$ cat config.mk
export PLATFORM = sky130hd
export DESIGN_NAME = apb_slave_mem
export DESIGN_NICKNAME = d
export VERILOG_FILES = /design/src/rtl/apb_slave_mem.sv
export SDC_FILE = /design/constraint.sdc
export NUM_CORES = 2
export LEC_CHECK = 0
export ABC_AREA = 0
export CAP_MARGIN = 20
export CORE_ASPECT_RATIO = 0.7
export CORE_MARGIN = 8
export CORE_UTILIZATION = 64
export DETAILED_ROUTE_END_ITERATION = 10
export DONT_BUFFER_PORTS = 1
export HOLD_SLACK_MARGIN = 0.1
export PLACE_DENSITY = 0.8
export SETUP_SLACK_MARGIN = 0.15
export SLEW_MARGIN = 20
export SYNTH_ARGS = -nofsm -noshare
export SYNTH_HDL_FRONTEND = slang
export SYNTH_SLANG_ARGS = --single-unit
$ cat constraint.sdc
create_clock -name PCLK -period 2.7 [get_ports PCLK]
set_clock_uncertainty 0.15 [all_clocks]
set_input_delay 0.675 -clock PCLK [delete_from_list [all_inputs] [get_ports PCLK]]
set_output_delay 0.675 -clock PCLK [all_outputs]
set_load 0.05 [all_outputs]
$ cat src/rtl/apb_slave_mem.sv
// APB3 completer backed by a word-addressed register file.
// Inserts WAIT_CYCLES wait states per access and flags misaligned or out-of-range accesses.
module apb_slave_mem #(
    parameter int unsigned ADDR_WIDTH  = 8,
    parameter int unsigned DATA_WIDTH  = 32,
    parameter int unsigned DEPTH       = 32,
    parameter int unsigned WAIT_CYCLES = 1
) (
    input  logic                  PCLK,
    input  logic                  PRESET,
    input  logic                  PSEL,
    input  logic                  PENABLE,
    input  logic                  PWRITE,
    input  logic [ADDR_WIDTH-1:0] PADDR,
    input  logic [DATA_WIDTH-1:0] PWDATA,
    output logic                  PREADY,
    output logic [DATA_WIDTH-1:0] PRDATA,
    output logic                  PSLVERR
);

    localparam int unsigned IdxW  = ADDR_WIDTH - 2;
    localparam int unsigned MemAw = (DEPTH > 1) ? $clog2(DEPTH) : 1;

    typedef enum logic [1:0] {StIdle, StWait, StDone} state_e;

    state_e                state_q, state_d;
    logic [3:0]            cnt_q, cnt_d;
    logic [MemAw-1:0]      widx_q, widx_d;
    logic                  write_q, write_d;
    logic                  err_q, err_d;
    logic [DATA_WIDTH-1:0] wdata_q, wdata_d;
    logic                  pready_q, pready_d;
    logic                  pslverr_q, pslverr_d;
    logic [DATA_WIDTH-1:0] prdata_q, prdata_d;

    logic [DATA_WIDTH-1:0] mem_q [DEPTH];

    logic [IdxW-1:0]  idx;
    logic [MemAw-1:0] mem_idx;
    logic             addr_err;
    logic             mem_we;

    assign idx      = PADDR[ADDR_WIDTH-1:2];
    assign mem_idx  = idx[MemAw-1:0];
    assign addr_err = (PADDR[1:0] != 2'b00) || (32'(idx) >= DEPTH);

    always_comb begin
        state_d   = state_q;
        cnt_d     = cnt_q;
        widx_d    = widx_q;
        write_d   = write_q;
        err_d     = err_q;
        wdata_d   = wdata_q;
        pready_d  = 1'b0;
        pslverr_d = 1'b0;
        prdata_d  = '0;
        mem_we    = 1'b0;

        unique case (state_q)
            StIdle: begin
                if (PSEL && !PENABLE) begin
                    widx_d  = mem_idx;
                    write_d = PWRITE;
                    err_d   = addr_err;
                    wdata_d = PWDATA;
                    if (WAIT_CYCLES == 0) begin
                        // Zero-wait: the response is formed straight from the live bus.
                        state_d   = StDone;
                        pready_d  = 1'b1;
                        pslverr_d = addr_err;
                        prdata_d  = (PWRITE || addr_err) ? '0 : mem_q[mem_idx];
                    end else begin
                        state_d = StWait;
                        cnt_d   = 4'(WAIT_CYCLES);
                    end
                end
            end
            StWait: begin
                if (!PSEL) begin
                    state_d = StIdle;
                    cnt_d   = '0;
                end else if (PENABLE) begin
                    cnt_d = cnt_q - 4'd1;
                    if (cnt_q == 4'd1) begin
                        state_d   = StDone;
                        pready_d  = 1'b1;
                        pslverr_d = err_q;
                        prdata_d  = (write_q || err_q) ? '0 : mem_q[widx_q];
                    end
                end
            end
            StDone: begin
                state_d = StIdle;
                mem_we  = PSEL && write_q && !err_q;
            end
            default: state_d = StIdle;
        endcase
    end

    always_ff @(posedge PCLK) begin
        if (PRESET) begin
            state_q   <= StIdle;
            cnt_q     <= '0;
            widx_q    <= '0;
            write_q   <= 1'b0;
            err_q     <= 1'b0;
            wdata_q   <= '0;
            pready_q  <= 1'b0;
            pslverr_q <= 1'b0;
            prdata_q  <= '0;
        end else begin
            state_q   <= state_d;
            cnt_q     <= cnt_d;
            widx_q    <= widx_d;
            write_q   <= write_d;
            err_q     <= err_d;
            wdata_q   <= wdata_d;
            pready_q  <= pready_d;
            pslverr_q <= pslverr_d;
            prdata_q  <= prdata_d;
        end
    end

    always_ff @(posedge PCLK) begin
        if (PRESET) begin
            mem_q <= '{default: '0};
        end else if (mem_we) begin
            mem_q[widx_q] <= wdata_q;
        end
    end

    assign PREADY  = pready_q;
    assign PSLVERR = pslverr_q;
    assign PRDATA  = prdata_q;

endmodule

== After elaboration in Yosys (flattened, before gate mapping) ==
Index checks and enable logic that the tools add are counted.
Storage, ports and cells
  bits in registers: 1103
Operators by class
  add/subtract/negate cells: 1
  magnitude comparators: 3
  equality and inequality tests: 6
  mux-type cells: 17
  bitwise logic cells: 5
  reductions and logical operators: 17
Operators with widths (number)
  bitwise mux 1024 bit: 1
  binary-select mux 32 bit (select 5 bit): 1
  demux 32 bit (select 5 bit): 1
  two-way mux 32 bit: 3
  greater-or-equal comparator 6 bit (second input constant): 2
  two-way mux 4 bit: 3
  two-way mux 2 bit: 4
  one-hot mux 4 bit (2 select lines): 1
  < comparator 6 x 1 -> 1 bit (second input constant): 1
  != test 3 bit (second input constant): 2
  inverter 5 -> 6 bit: 1
  AND reduction 3 bit: 2
  OR reduction 6 bit: 1
  OR reduction 5 bit: 1
  equality test 4 x 1 -> 1 bit (second input constant): 1
  logical AND 1 bit: 4
  inverter 1 bit: 4
  one-hot mux 2 bit (2 select lines): 1
  nonzero test 2 bit: 2
  OR reduction 4 bit: 1
  subtractor 4 x 1 -> 4 bit (second input constant): 1
  equality test 2 x 1 -> 1 bit (second input constant): 1
  equality test 2 bit (second input constant): 1
  zero test 1 bit: 2
  other kinds (5): 7

== Longest topological paths before layout ==
  depth in word-level cells: 6
  depth in mapped cells: 9

== Worst setup path after synthesis ==
OpenSTA, ideal clock, no wires.
  kind: input to register
  start: input PSEL
  end: register mem_q[65] (netlist name)
  library setup time: 0.132 ns
  arrival time: 1.740 ns
  setup slack: 0.677 ns
  stages: 8
  cells stage by stage: and4b_1 -> buf_2 -> buf_6 -> buf_2 -> nand3_1 -> buf_4 -> nand2_1 -> a21oi_1
Between the ends
  cells in the longest elaborated chain, start to end: 3
Ends and longest elaborated chain
  start: declaration: RTL line 11  | input logic PSEL,
  logical AND 1 bit (2 in series): RTL line 94  | mem_we = PSEL && write_q && !err_q;
  two-way mux 1 bit: RTL line 59  | unique case (state_q)
  end signal: indexed assignment: RTL line 128  | mem_q[widx_q] <= wdata_q;
  end: declaration: RTL line 36  | logic [DATA_WIDTH-1:0] mem_q [DEPTH];
No other way between the ends.
A chain may end at the register's enable or synchronous reset.

== Worst setup path after layout ==
  start: register widx_q[0]
  end: register prdata_q[18], in the netlist PRDATA[18]
Between the ends
  cells in the longest elaborated chain, start to end: 4
Ends and longest elaborated chain
  start: declaration: RTL line 28  | logic [MemAw-1:0] widx_q, widx_d;
  start signal: assignment: RTL line 114  | widx_q <= widx_d;
  inverter 5 -> 6 bit (not written as such): RTL line 88  | prdata_d = (write_q || err_q) ? '0 : mem_q[widx_q];
  binary-select mux 32 bit (select 5 bit): RTL line 88
  two-way mux 32 bit (not written as such) (2 in series): RTL line 88
  end signal: assignment: RTL line 120  | prdata_q <= prdata_d;
  end: declaration: RTL line 34  | logic [DATA_WIDTH-1:0] prdata_q, prdata_d;
No other way between the ends. The select of a mux whose other input is x is not followed.

==> results.cfg <==
[setup_path]
r2r_start = widx_q[0]
cp.arrival_ps = 3010
start_kind = flip-flop
r2r_cells = 7
crit_end = PRDATA[18]
reg2reg_slack_ps = 60
crit_slowest_cell = nor2_1
crit_chain = buf_12, buf_12, buf_12, mux2i_1, o22ai_1, nor2_1, a31oi_1
worst-path-buf-inv = 3
cp-end-kind = flip-flop
slowest_delay_ps = 560
crit_fanout = 28
cp.depth = 7
crit_family = buffers and inverters
timing.rr.end = PRDATA[18]
startpoint = widx_q[0]
path_class = reg2reg
worstPathRequired_ps = 3070
crit_path_frequent_cell = buf_12

[clock_network]
clk_latency_ps = 690
root_buffer = clkbuf_16
tritoncts = yes
path_clk_slew_ps = 70
cts_max_path_buffers = 3
cts.sinks = 1103
cts-htree-levels = 3
cts_made_buffers = 100

[final_layout]
multiInputGateArea_um2 = 21990
postLayoutCellArea_um2 = 53160
seq_area_um2 = 22090
final_cells = 6608
final_layout_size_suffix_gt1_share_pct = 7.977
fin_util_pct = 74.02
syn2layout_area_growth_pct = 13.98
fill_cells = 4921
layout.nets = 5606

[sta]
min_period_ps = 2642
tns_ps = 0
rsz0062_at_grt = no
fmax_ghz = 0.3785
tightest_slew_ps = 900.7
finalCritPeriodShare_pct = 97.86
drv_slew = 0
relSlewSlack_pct = 39.87
setup_viol = 0
hold_viol_final = 0

[hold_path]
worstHoldPathType = in2reg

[logic_synthesis]
ys_warn_count = 0
synth_edf_count = 0
netlist.area_leader.share_pct = 47.34
synth_largest_area_cell = dfxtp_1
synth-seq-cells = 1103
synth.distinct_cells = 40
syn_nets = 5696
synth_cells = 5649
synth.area.top_cells = dfxtp_1 47%, mux2i_1 16%, nand2_1 13%
synth_flop_cell = dfxtp_1
avgSynthCellArea_um2 = 8.256
synth_seq_area_share_pct = 47.34
synth.cell_area_um2 = 46640
synthArstFlopShare_pct = 0

[power]
seq_power_share_pct = 49.8
cellLeakagePower_nw = 18.80
p_sw_mw = 7.490
vdd_drop_max_mv = 0.7428
switching_share_pct = 22.76
combinationalPowerShare_pct = 4.0
power_mw = 32.91
p_clk_share_pct = 46.2
intPower_mw = 25.42
power_density_nw_per_um2 = 619.0

[routing]
finalWirelength_um = 154100
wl_per_cell_um = 23.32
ant_nets = 0
via_per_inst = 6.375
firstDrtPassIters = 8
drc = 0
num_vias = 42130
drtIter0Drc = 6353

[floorplanning]
dieArea_um2 = 81910
dieWidth_um = 338.7
io_pins = 79
num_rows = 82
core_area_um2 = 71820
start_util_pct = 64.94
fp.dieH_um = 241.9

[status]
outcome = finished clean

[placed_design]
io_buffers = 0
gp_congestion = 0.8819
dp.cells = 6256
place_hpwl_um = 84410
post_dp_cell_area_um2 = 47710

[grt]
busiest_layer = met2
grt_overflow = 0
use_met1_pct = 46.48
grt_pass1_vias = 39780
grt_util_met3_pct = 9.870
gr-usage-all-layers_pct = 34.44
grt_use_met2_pct = 51.05
grt_max_degree = 1068
grt_first_pass_wirelength_um = 227100
antenna_found_initial = 2

[job]
maxCapViolations = 0
per-stage QoR:
| stage | hold slack (ps) | setup slack [ps] |
|---|---|---|
| floorplan | 285.7 | 677.3 |
| global placement | 290.4 | -137.4 |
| detailed placement | 295.6 | -145.0 |
| CTS | -33.32 | 150.9 |
| global route | 120.1 | 126.6 |
| finish | 118.0 | 57.70 |
cells by family after synthesis:
kind of cell | Yosys count | synth area share (%)
compound gates | 1106 | 12.66
mux | 768 | 16.48
flops | 1103 | 47.34
xor+xnor | 1 | 0.01878
simple gates | 2074 | 17.67
buf+inv | 595 | 5.779
fa+ha+maj | 2 | 0.05365
synth_stat cells (2+ instances only):
master / instances
nor3_2: 2
nand3_2: 7
o22ai_1: 256
nand2_1: 1614
ha_1: 2
and4_1: 2
nand3_1: 25
o31ai_1: 3
nor3_1: 2
nor2b_1: 2
or3_1: 3
buf_6: 7
a21oi_1: 812
clkbuf_1: 313
buf_2: 236
nor2_1: 326
dfxtp_1: 1103
nor3b_2: 4
clkbuf_2: 4
nand4bb_1: 6
and3_1: 25
nand4b_1: 4
mux2i_1: 768
inv_1: 5
and3b_1: 5
a31oi_1: 32
o21ai_0: 3
nor4_1: 33
or4b_1: 4
buf_4: 29
or4_1: 3
worst register-to-register path, stage by stage (launching register included):
cell and delay [ps]:
dfxtp_4 480, buf_12 210, buf_12 230, buf_12 280
mux2i_1 260, o22ai_1 110, nor2_1 560, a31oi_1 200
state kept, by name, indices dropped and copies added, names as in the netlist:
signal	flops
state_q	2
PSLVERR	1
widx_q	5
write_q	1
wdata_q	32
err_q	1
PRDATA	32
cnt_q	4
mem_q	1024
PREADY	1
power by group through the flow:
stage                     Combinational [mW]  Sequential (mW)  Clock, mW
final                                   1.33             16.4       15.2
after global routing                    1.36             16.4       15.9
after CTS                              0.963             16.4       15.2
after detailed placement               0.879             16.7          0
after global placement                 0.869             16.7          0
after floorplan                        0.865             16.7          0
cell type report:
cell class | count | area share, %
multi-input cells | 3951 | 41.37
diodes | 1 | 0.004707
clock inverters | 47 | 1.337
repair buffers | 398 | 8.183
inverters | 5 | 0.03530
well taps | 966 | 2.274
flip-flops and latches | 1103 | 41.56
clock buffers | 137 | 5.232
placed cells by master (no fill, tap or decap), drive strengths merged, types with 4 or more instances in the layout:
master	n
a31oi	32
clkbuf	145
nand2	1614
nand4b	4
nor3	4
and3	25
nor4	33
clkinv	22
nand3	32
dlygate4sd3	149
or4b	4
and3b	5
mux2i	768
bufinv	15
dfxtp	1103
nor2	326
nand4bb	6
clkinvlp	7
nor3b	5
buf	241
inv	8
o22ai	256
a21oi	812
timing repair:
action                                 4_1_cts  5_1_grt
buffers inserted                             1        5
endpoints found under the hold margin      884       11
setup endpoints to repair                    9      678
hold buffers                               148        1
cloned                                       0        8
gates resized for setup                      5       21
worst min path at each step:
stage,startpoint,endpoint,slack (ps),cells after the start
2_1_floorplan,mem_q[1000],mem_q[1000],290,2
3_3_place_gp,mem_q[943],mem_q[943],290,2
3_5_place_dp,mem_q[758],mem_q[758],300,2
4_1_cts,PRESET,mem_q[289],-30,1
5_1_grt,PRESET,PREADY,120,2
6_report,PRESET,PREADY,120,2
routing by layer:
metal	part of all wire (%)	vias to the layer above
met1	39	19880
met2	42	2906
li1	-	18770
met3	14	571
met4	5.0	0
met5	0	-
No activity file was read; power rests on OpenSTA's default activity.
